===== src/rtl/circ_queue_pkg.sv =====
// Shared types and helpers for the circular queue pointer controller:
// the flag/value pointer pair, pointer advance and pointer distance.
package circ_queue_pkg;

    localparam int DEF_SIZE  = 32;
    localparam int DEF_VAL_W = 8;
    localparam int DEF_CNT_W = 5;

    typedef struct packed {
        logic                 flag;
        logic [DEF_VAL_W-1:0] value;
    } circ_ptr_t;

    // n never exceeds size for an accepted request, so one subtraction covers the wrap
    function automatic circ_ptr_t circ_ptr_add(circ_ptr_t ptr, logic [DEF_VAL_W:0] n,
                                               logic [DEF_VAL_W:0] size);
        logic [DEF_VAL_W:0] s;
        logic [DEF_VAL_W:0] t;
        circ_ptr_t          r;
        s = {1'b0, ptr.value} + n;
        t = s - size;
        r = ptr;
        if (s >= size) begin
            r.value = t[DEF_VAL_W-1:0];
            r.flag  = ~ptr.flag;
        end else begin
            r.value = s[DEF_VAL_W-1:0];
        end
        return r;
    endfunction

    function automatic logic [DEF_VAL_W:0] circ_ptr_dist(circ_ptr_t enq, circ_ptr_t deq,
                                                         logic [DEF_VAL_W:0] size);
        logic [DEF_VAL_W:0] d;
        if (enq.flag == deq.flag)
            d = {1'b0, enq.value} - {1'b0, deq.value};
        else
            d = size + {1'b0, enq.value} - {1'b0, deq.value};
        return d;
    endfunction

endpackage


===== src/rtl/circ_ptr_reg.sv =====
// One registered flag/value pointer that advances by n entries with wrap
// at SIZE. Used for both the enqueue and the dequeue side.
module circ_ptr_reg
    import circ_queue_pkg::*;
#(
    parameter int SIZE  = DEF_SIZE,
    parameter int VAL_W = DEF_VAL_W
) (
    input  logic             clk,
    input  logic             rst,
    input  logic             adv,
    input  logic [VAL_W:0]   n,
    output logic             ptr_flag,
    output logic [VAL_W-1:0] ptr_value
);

    localparam logic [VAL_W:0] SIZE_V = SIZE[VAL_W:0];

    circ_ptr_t ptr_q;

    always_ff @(posedge clk) begin
        if (rst)
            ptr_q <= '0;
        else if (adv)
            ptr_q <= circ_ptr_add(ptr_q, n, SIZE_V);
    end

    assign ptr_flag  = ptr_q.flag;
    assign ptr_value = ptr_q.value;

endmodule


===== src/rtl/circ_queue_ptr.sv =====
// Enqueue/dequeue pointer controller for a SIZE-entry ring buffer.
// Define CIRC_QUEUE_PTR_ERR_EN to latch underflow requests into the sticky err flag.
module circ_queue_ptr
    import circ_queue_pkg::*;
#(
    parameter int SIZE  = DEF_SIZE,
    parameter int VAL_W = DEF_VAL_W,
    parameter int CNT_W = DEF_CNT_W
) (
    input  logic             clk,
    input  logic             rst,
    input  logic             enq_valid,
    input  logic [CNT_W-1:0] enq_cnt0,
    input  logic [CNT_W-1:0] enq_cnt1,
    input  logic [CNT_W-1:0] enq_cnt2,
    output logic             enq_ready,
    input  logic             deq_valid,
    input  logic [CNT_W-1:0] deq_cnt,
    output logic             enq_ptr_flag,
    output logic [VAL_W-1:0] enq_ptr_value,
    output logic             deq_ptr_flag,
    output logic [VAL_W-1:0] deq_ptr_value,
    output logic [VAL_W:0]   used,
    output logic [VAL_W:0]   free,
    output logic             full,
    output logic             empty,
    output logic             err
);

    localparam logic [VAL_W:0] SIZE_V = SIZE[VAL_W:0];
    localparam int             WIDE_W = VAL_W + CNT_W + 2;

    logic [CNT_W+1:0]  enq_total;
    logic [WIDE_W-1:0] total_w;
    logic [WIDE_W-1:0] free_w;
    logic [WIDE_W-1:0] used_w;
    logic [WIDE_W-1:0] deq_w;
    logic              deq_ok;
    logic              enq_fire;
    logic              deq_fire;
    circ_ptr_t         enq_cur;
    circ_ptr_t         deq_cur;

    // Compare at a common width so neither the lane sum nor the occupancy is truncated
    assign enq_total = {2'b00, enq_cnt0} + {2'b00, enq_cnt1} + {2'b00, enq_cnt2};
    assign total_w   = {{VAL_W{1'b0}}, enq_total};
    assign free_w    = {{(CNT_W+1){1'b0}}, free};
    assign used_w    = {{(CNT_W+1){1'b0}}, used};
    assign deq_w     = {{(VAL_W+2){1'b0}}, deq_cnt};

    assign enq_ready = (total_w <= free_w);
    assign deq_ok    = (deq_w <= used_w);
    assign enq_fire  = enq_valid && enq_ready;
    assign deq_fire  = deq_valid && deq_ok;

    circ_ptr_reg #(.SIZE(SIZE), .VAL_W(VAL_W)) u_enq_ptr (
        .clk       (clk),
        .rst       (rst),
        .adv       (enq_fire),
        .n         (total_w[VAL_W:0]),
        .ptr_flag  (enq_ptr_flag),
        .ptr_value (enq_ptr_value)
    );

    circ_ptr_reg #(.SIZE(SIZE), .VAL_W(VAL_W)) u_deq_ptr (
        .clk       (clk),
        .rst       (rst),
        .adv       (deq_fire),
        .n         (deq_w[VAL_W:0]),
        .ptr_flag  (deq_ptr_flag),
        .ptr_value (deq_ptr_value)
    );

    assign enq_cur = {enq_ptr_flag, enq_ptr_value};
    assign deq_cur = {deq_ptr_flag, deq_ptr_value};
    assign used    = circ_ptr_dist(enq_cur, deq_cur, SIZE_V);
    assign free    = SIZE_V - used;
    assign full    = (used == SIZE_V);
    assign empty   = (used == '0);

`ifdef CIRC_QUEUE_PTR_ERR_EN
    logic err_q;

    always_ff @(posedge clk) begin
        if (rst)
            err_q <= 1'b0;
        else if (deq_valid && !deq_ok)
            err_q <= 1'b1;
    end

    assign err = err_q;

`ifndef SYNTHESIS
    always_ff @(posedge clk) begin
        if (!rst)
            assert (!(deq_valid && !deq_ok))
                else $error("circ_queue_ptr: dequeue of %0d with only %0d used", deq_cnt, used);
    end
`endif
`else
    assign err = 1'b0;
`endif

endmodule

===== config.mk =====
export PLATFORM = sky130hd
export DESIGN_NAME = circ_queue_ptr
export DESIGN_NICKNAME = d
export VERILOG_FILES = /design/src/rtl/circ_queue_pkg.sv /design/src/rtl/circ_ptr_reg.sv /design/src/rtl/circ_queue_ptr.sv
export SDC_FILE = /design/constraint.sdc
export NUM_CORES = 1
export LEC_CHECK = 0
export ABC_CLOCK_PERIOD_IN_PS = 5900
export CORE_MARGIN = 2
export CORE_UTILIZATION = 45
export CTS_CLUSTER_SIZE = 28
export DETAILED_ROUTE_END_ITERATION = 7
export PLACE_DENSITY = 0.79
export SYNTH_ARGS = -nofsm -noshare
export SYNTH_HDL_FRONTEND = slang
export SYNTH_SLANG_ARGS = --single-unit
export TNS_END_PERCENT = 100

===== constraint.sdc =====
create_clock -name clk -period 5.9 [get_ports clk]
set_input_delay 1.475 -clock clk [delete_from_list [all_inputs] [get_ports clk]]
set_output_delay 1.475 -clock clk [all_outputs]
set_load 0.005 [all_outputs]

---- Yosys cells after proc, flatten, opt, wreduce, memory -nomap -nowiden ----
Cells that the tools add are included.
word-level totals
  output and inout port bits .............. 40
  input bits .............................. 24
  bits in registers ....................... 18
  word-level logic and storage cells ...... 30
cells by class
  bitwise gates (word level) .............. 2
  reduce and logical (&&, ||, !) cells .... 5
  order comparisons ....................... 4
  equality and inequality tests ........... 2
  mux-type cells .......................... 3
  $add $sub $neg .......................... 10
operators with widths
  cell                                                 count
  >= comparator 9 x 6 -> 1 bit, second input constant  2
  2-to-1 mux 8 bit                                     2
  subtractor 8 x 6 -> 8 bit, second input constant     2
  adder 6 x 8 -> 9 bit, first input constant           1
  adder 8 x 5 -> 9 bit                                 1
  adder 8 x 7 -> 9 bit                                 1
  == test 9 x 6 -> 1 bit, second input constant        1
  less-or-equal comparator 5 x 9 -> 1 bit              1
  less-or-equal comparator 7 x 9 -> 1 bit              1
  zero test 9 bit                                      1
  2-to-1 mux 9 bit                                     1
  subtractor 6 x 9 -> 9 bit, first input constant      1
  subtractor 8 x 8 -> 9 bit                            1
  subtractor 9 x 8 -> 9 bit                            1
  adder 6 x 5 -> 7 bit                                 1
  adder 5 x 5 -> 6 bit                                 1
  AND reduction 2 bit                                  2
  logical AND 1 bit                                    2
  NOT 1 bit                                            2
  == test 1 bit                                        1

---- Longest topological paths before layout ----
  word-level depth ........................ 7
  depth in mapped cells ................... 19
  gate-level depth less buffers ........... 19

---- Hierarchy ----
A second synthesis with hierarchy kept.
unflattened totals
  cells, all modules ...................... 429
  area, all modules ....................... 3608.5 µm²
modules (own cells, without submodules)
  module                     cells each  area each (µm²)  times used  sequential area each (µm²)
  circ_queue_ptr             217         1771.7           1           0.0
  circ_ptr_reg at u_deq_ptr  106         924.6            1           180.2
  circ_ptr_reg at u_enq_ptr  106         912.1            1           180.2

---- Least setup slack after synthesis ----
OpenSTA, ideal clock, no wires.
  path kind ............................... in2out
  start point ............................. in enq_cnt0[1]
  end point ............................... out enq_ready
  data required time ...................... 4.425 ns
  arrival time ............................ 3.886 ns
  stages on the path ...................... 13
  slack ................................... 0.539 ns
  path buffers ............................ 0
  cell sequence ........................... fa_1 -> ha_1 -> inv_1 -> fa_1 -> inv_1 -> a21o_1 -> a21oi_1 -> xnor2_1 -> ha_1 -> o21a_1 -> o22ai_1 -> a21o_1 -> nand2b_1
between the ends
  cells in the longest elaborated chain, start to end .. 3
RTL lines
  element                                  line                  RTL
  from (decl)                              circ_queue_ptr.sv:13  input logic [CNT_W-1:0] enq_cnt0,
  adder 5 x 5 -> 6 bit                     circ_queue_ptr.sv:45  assign enq_total = {2'b00, enq_cnt0} + {2'b00, enq_cnt1} + {2'b00, enq_cnt2};
  adder 6 x 5 -> 7 bit                     circ_queue_ptr.sv:45
  less-or-equal comparator 7 x 9 -> 1 bit  circ_queue_ptr.sv:51  assign enq_ready = (total_w <= free_w);
  to (decl)                                circ_queue_ptr.sv:16  output logic enq_ready,
Every way passes these cells.

---- Final worst setup path ----
  start point ............................. in enq_cnt2[2]
  end point ............................... out enq_ready
between the ends
  cells in the longest elaborated chain, start to end .. 2
RTL lines
  element                                  line                  RTL
  from (decl)                              circ_queue_ptr.sv:15  input logic [CNT_W-1:0] enq_cnt2,
  adder 6 x 5 -> 7 bit                     circ_queue_ptr.sv:45
  less-or-equal comparator 7 x 9 -> 1 bit  circ_queue_ptr.sv:51
Every way passes these cells.

==> flow_summary_export.csv <==
group,metric,value,unit
clocking,clock-sinks,18,
clocking,cts_max_level,1,
clocking,clk_path_buf_depth,2,
critical_path,path_max_fanout,2,
floorplanning,coreArea,0.00714,mm^2
clocking,ctsHoldBuffers,0,
routing,dr.pass1.iters,4,
logic_synthesis,netlist_instances,388,
sta,min_period,5.87,ns
logic_synthesis,synthTopCellsByArea,"ha_1 18%, dfxtp_1 11%, fa_1 9.2%, inv_1 5.0%, xnor2_1 4.8%",
logic_synthesis,yosysUniqueCellTypes,77,
critical_path,crit_type,"in -> out",
floorplanning,die_w,89.4,um
routing,vias,3166,
place,numPortBuffers,62,
grt,grt_max_degree,19,
sta,setup_viol,0,
place,hpwl,7180,um
finish,diodes,0,
floorplanning,dieArea,0.00799,mm^2
grt,track_usage,0.210,
clocking,cts-root-buf,"clkbuf_8",
critical_path,reg2reg_depth,20,
critical_path,reg2reg_to,"u_enq_ptr.ptr_value[7]$_SDFFE_PP0P_",
routing,wire_per_inst,15.3,um
sta,period_share,0.995,
floorplanning,rows,31,
finish,post_route_cells_drive_above_1_share,0.111,
logic_synthesis,synth_seq_cells,18,
worst_hold_path,hold_depth,2,
sta,slew-limit-headroom,0.419,
critical_path,worst_setup_path_end_kind,"primary output",
finish,mostFrequentLayoutCell,"clkdlybuf4s50_1",
routing,drt-initial-drc-count,171,
sta,rsz0062_at_grt,"true",
sta,finClkSkew,0.000990,ns
worst_hold_path,hold_end,"u_deq_ptr.ptr_value[6]$_SDFFE_PP0P_",
finish,nets,549,
sta,max_freq,0.170,GHz
finish,multi_input_area,0.00270,mm^2
place,gp_congestion,0.916,
sta,fin_hold_ws,0.527,ns
critical_path,worst-r2r-setup-slack,0.94,ns
logic_synthesis,ys_seq_area_frac,0.110,
critical_path,critPathArrivalTime,4.40,ns
worst_hold_path,hold_start,"u_deq_ptr.ptr_value[6]$_SDFFE_PP0P_",
worst_hold_path,worstHoldPathType,"reg -> reg",
logic_synthesis,ys_dominant_reg_cell,"dfxtp_1",
logic_synthesis,async_flop_share,0,
routing,viasPerCell,5.66,
sta,tightestPinTransition,0.869,ns
logic_synthesis,synth_fp_nets,475,
floorplanning,io_pins,64,
floorplanning,initial_core_util,0.460,
grt,gr-total-overflow,0,
logic_synthesis,synth_edf_count,0,
clocking,clk_pin_slew,0.07,ns
sta,finalSetupTns,0,ns
logic_synthesis,synth_top_area_cell,"ha_1",
clocking,numCtsBuffers,3,
place,dpl_cell_area,0.00406,mm^2
routing,ant_nets,0,
critical_path,start_kind,"input port",
routing,drc,0,
logic_synthesis,yosysTopAreaCellShare,0.183,
finish,layout_common_cells,"58 x clkdlybuf4s50_1, 47 x ha_1, 44 x inv_1",
finish,nFillCells,647,
logic_synthesis,syn_area,0.00328,mm^2
place,dpl_worst_slack,-0.429,ns
critical_path,cp.required,4.43,ns
critical_path,r2r-start,"u_deq_ptr.ptr_value[1]$_SDFFE_PP0P_",
finish,regArea,360,um^2
finish,syn2layout_area_growth,26.0,%
run_status,status,"completed",
clocking,clk_latency,0.25,ns
sta,slew_viol_final,0,
logic_synthesis,syn_avg_cell_area,8.45,um^2
sta,timing.final.ws_setup,0.0277,ns
logic_synthesis,synth-warning-count,0,
floorplanning,fp.dieH,89.4,um
clocking,tritoncts,"built",
sta,hold_violations,0,
finish,fin_area,0.00413,mm^2
grt,grt_pass1_wl,13400,um
routing,drt-total-wl,8530,um
grt,antenna_found_initial,0,
flow_run,maxCapViolCount,0,
grt,grt_pass1_vias,2982,
## registers in the layout, summed over array words and instances (netlist names)
name / flops
u_deq_ptr.ptr_flag: 1
u_enq_ptr.ptr_value: 8
u_deq_ptr.ptr_value: 8
u_enq_ptr.ptr_flag: 1
## logic make-up (layout without fill, tap and decap cells)
logic type / Yosys count / count (layout) / share of synthesized area
AOI/OAI and AO/OA: 104 / 104 / 0.244
xor gates and xnor gates: 26 / 26 / 0.0717
adders and majority gates: 63 / 63 / 0.275
buffers and inverters: 53 / 125 / 0.0702
DFF: 18 / 18 / 0.110
muxes: 12 / 12 / 0.0385
other: 1 / 1 / 0.00114
and+or+nand+nor: 111 / 111 / 0.190
## cells in the mapped netlist (3+ instances only)
cell,number
nor3b_1,3
fa_1,15
mux2i_1,10
nand2_1,17
nand2b_1,6
o31ai_1,5
o21a_1,9
xnor2_1,18
o22ai_1,4
a211oi_1,5
xor2_1,7
ha_1,48
dfxtp_1,18
nor3_1,9
or2_2,5
a21oi_1,15
nand3_1,13
buf_4,4
nor2b_1,7
o21ai_0,17
nor2_1,25
o211ai_1,3
or3_1,5
a21o_1,9
nand4_1,3
inv_1,44
## worst max-delay path by stage
stage	slack, ns	endpoint	cells after the start	startpoint
5_1_grt	-0.13	enq_ready	13	enq_cnt2[2]
2_1_floorplan	0.54	enq_ready	13	enq_cnt0[1]
3_3_place_gp	-0.33	enq_ready	15	enq_cnt0[1]
3_5_place_dp	-0.43	enq_ready	15	enq_cnt0[1]
4_1_cts	0.04	enq_ready	13	enq_cnt0[2]
6_report	0.03	enq_ready	14	enq_cnt2[2]
## cell type report
class / count / share of cell area
inverters: 44 / 0.0400
clock buffers: 3 / 0.00999
repair buffers: 78 / 0.179
well taps: 99 / 0.0300
multi-input cells: 317 / 0.654
flip-flops and latches: 18 / 0.0872
## per-layer routing
metal	GRT usage	up-vias	part of all wire
met3	0.0185	16	0.049
met4	0.0570	0	0.020
li1	-	1561	-
met5	0	-	0
met2	0.365	101	0.48
met1	0.278	1488	0.45
## timing repair
| action | CTS | global route |
|---|---|---|
| gates resized for setup | 8 | 3 |
| setup endpoints to repair | 1 | 2 |
| buffers inserted | 1 | 1 |
| pin swaps | 5 | 3 |
## per-stage QoR
step / cells / utilization
2_1_floorplan: 388 / -
3_3_place_gp: 554 / 0.569
3_5_place_dp: 554 / 0.569
4_1_cts: 558 / 0.577
5_1_grt: 559 / 0.579
6_report: 559 / 0.579
## worst max-delay path, stage by stage
cell	delay (ns)
clkdlybuf4s50_1	0.43
fa_1	0.57
inv_1	0.07
fa_2	0.38
inv_1	0.06
a21o_1	0.12
a21oi_2	0.06
xnor2_1	0.18
ha_1	0.27
o21a_1	0.20
o22ai_1	0.15
a21o_1	0.12
nand2b_1	0.11
clkdlybuf4s15_2	0.20
Power is left out: the tool's default activity adds up to more than one toggle a clock period on the data nets, which glitch-free logic cannot reach.
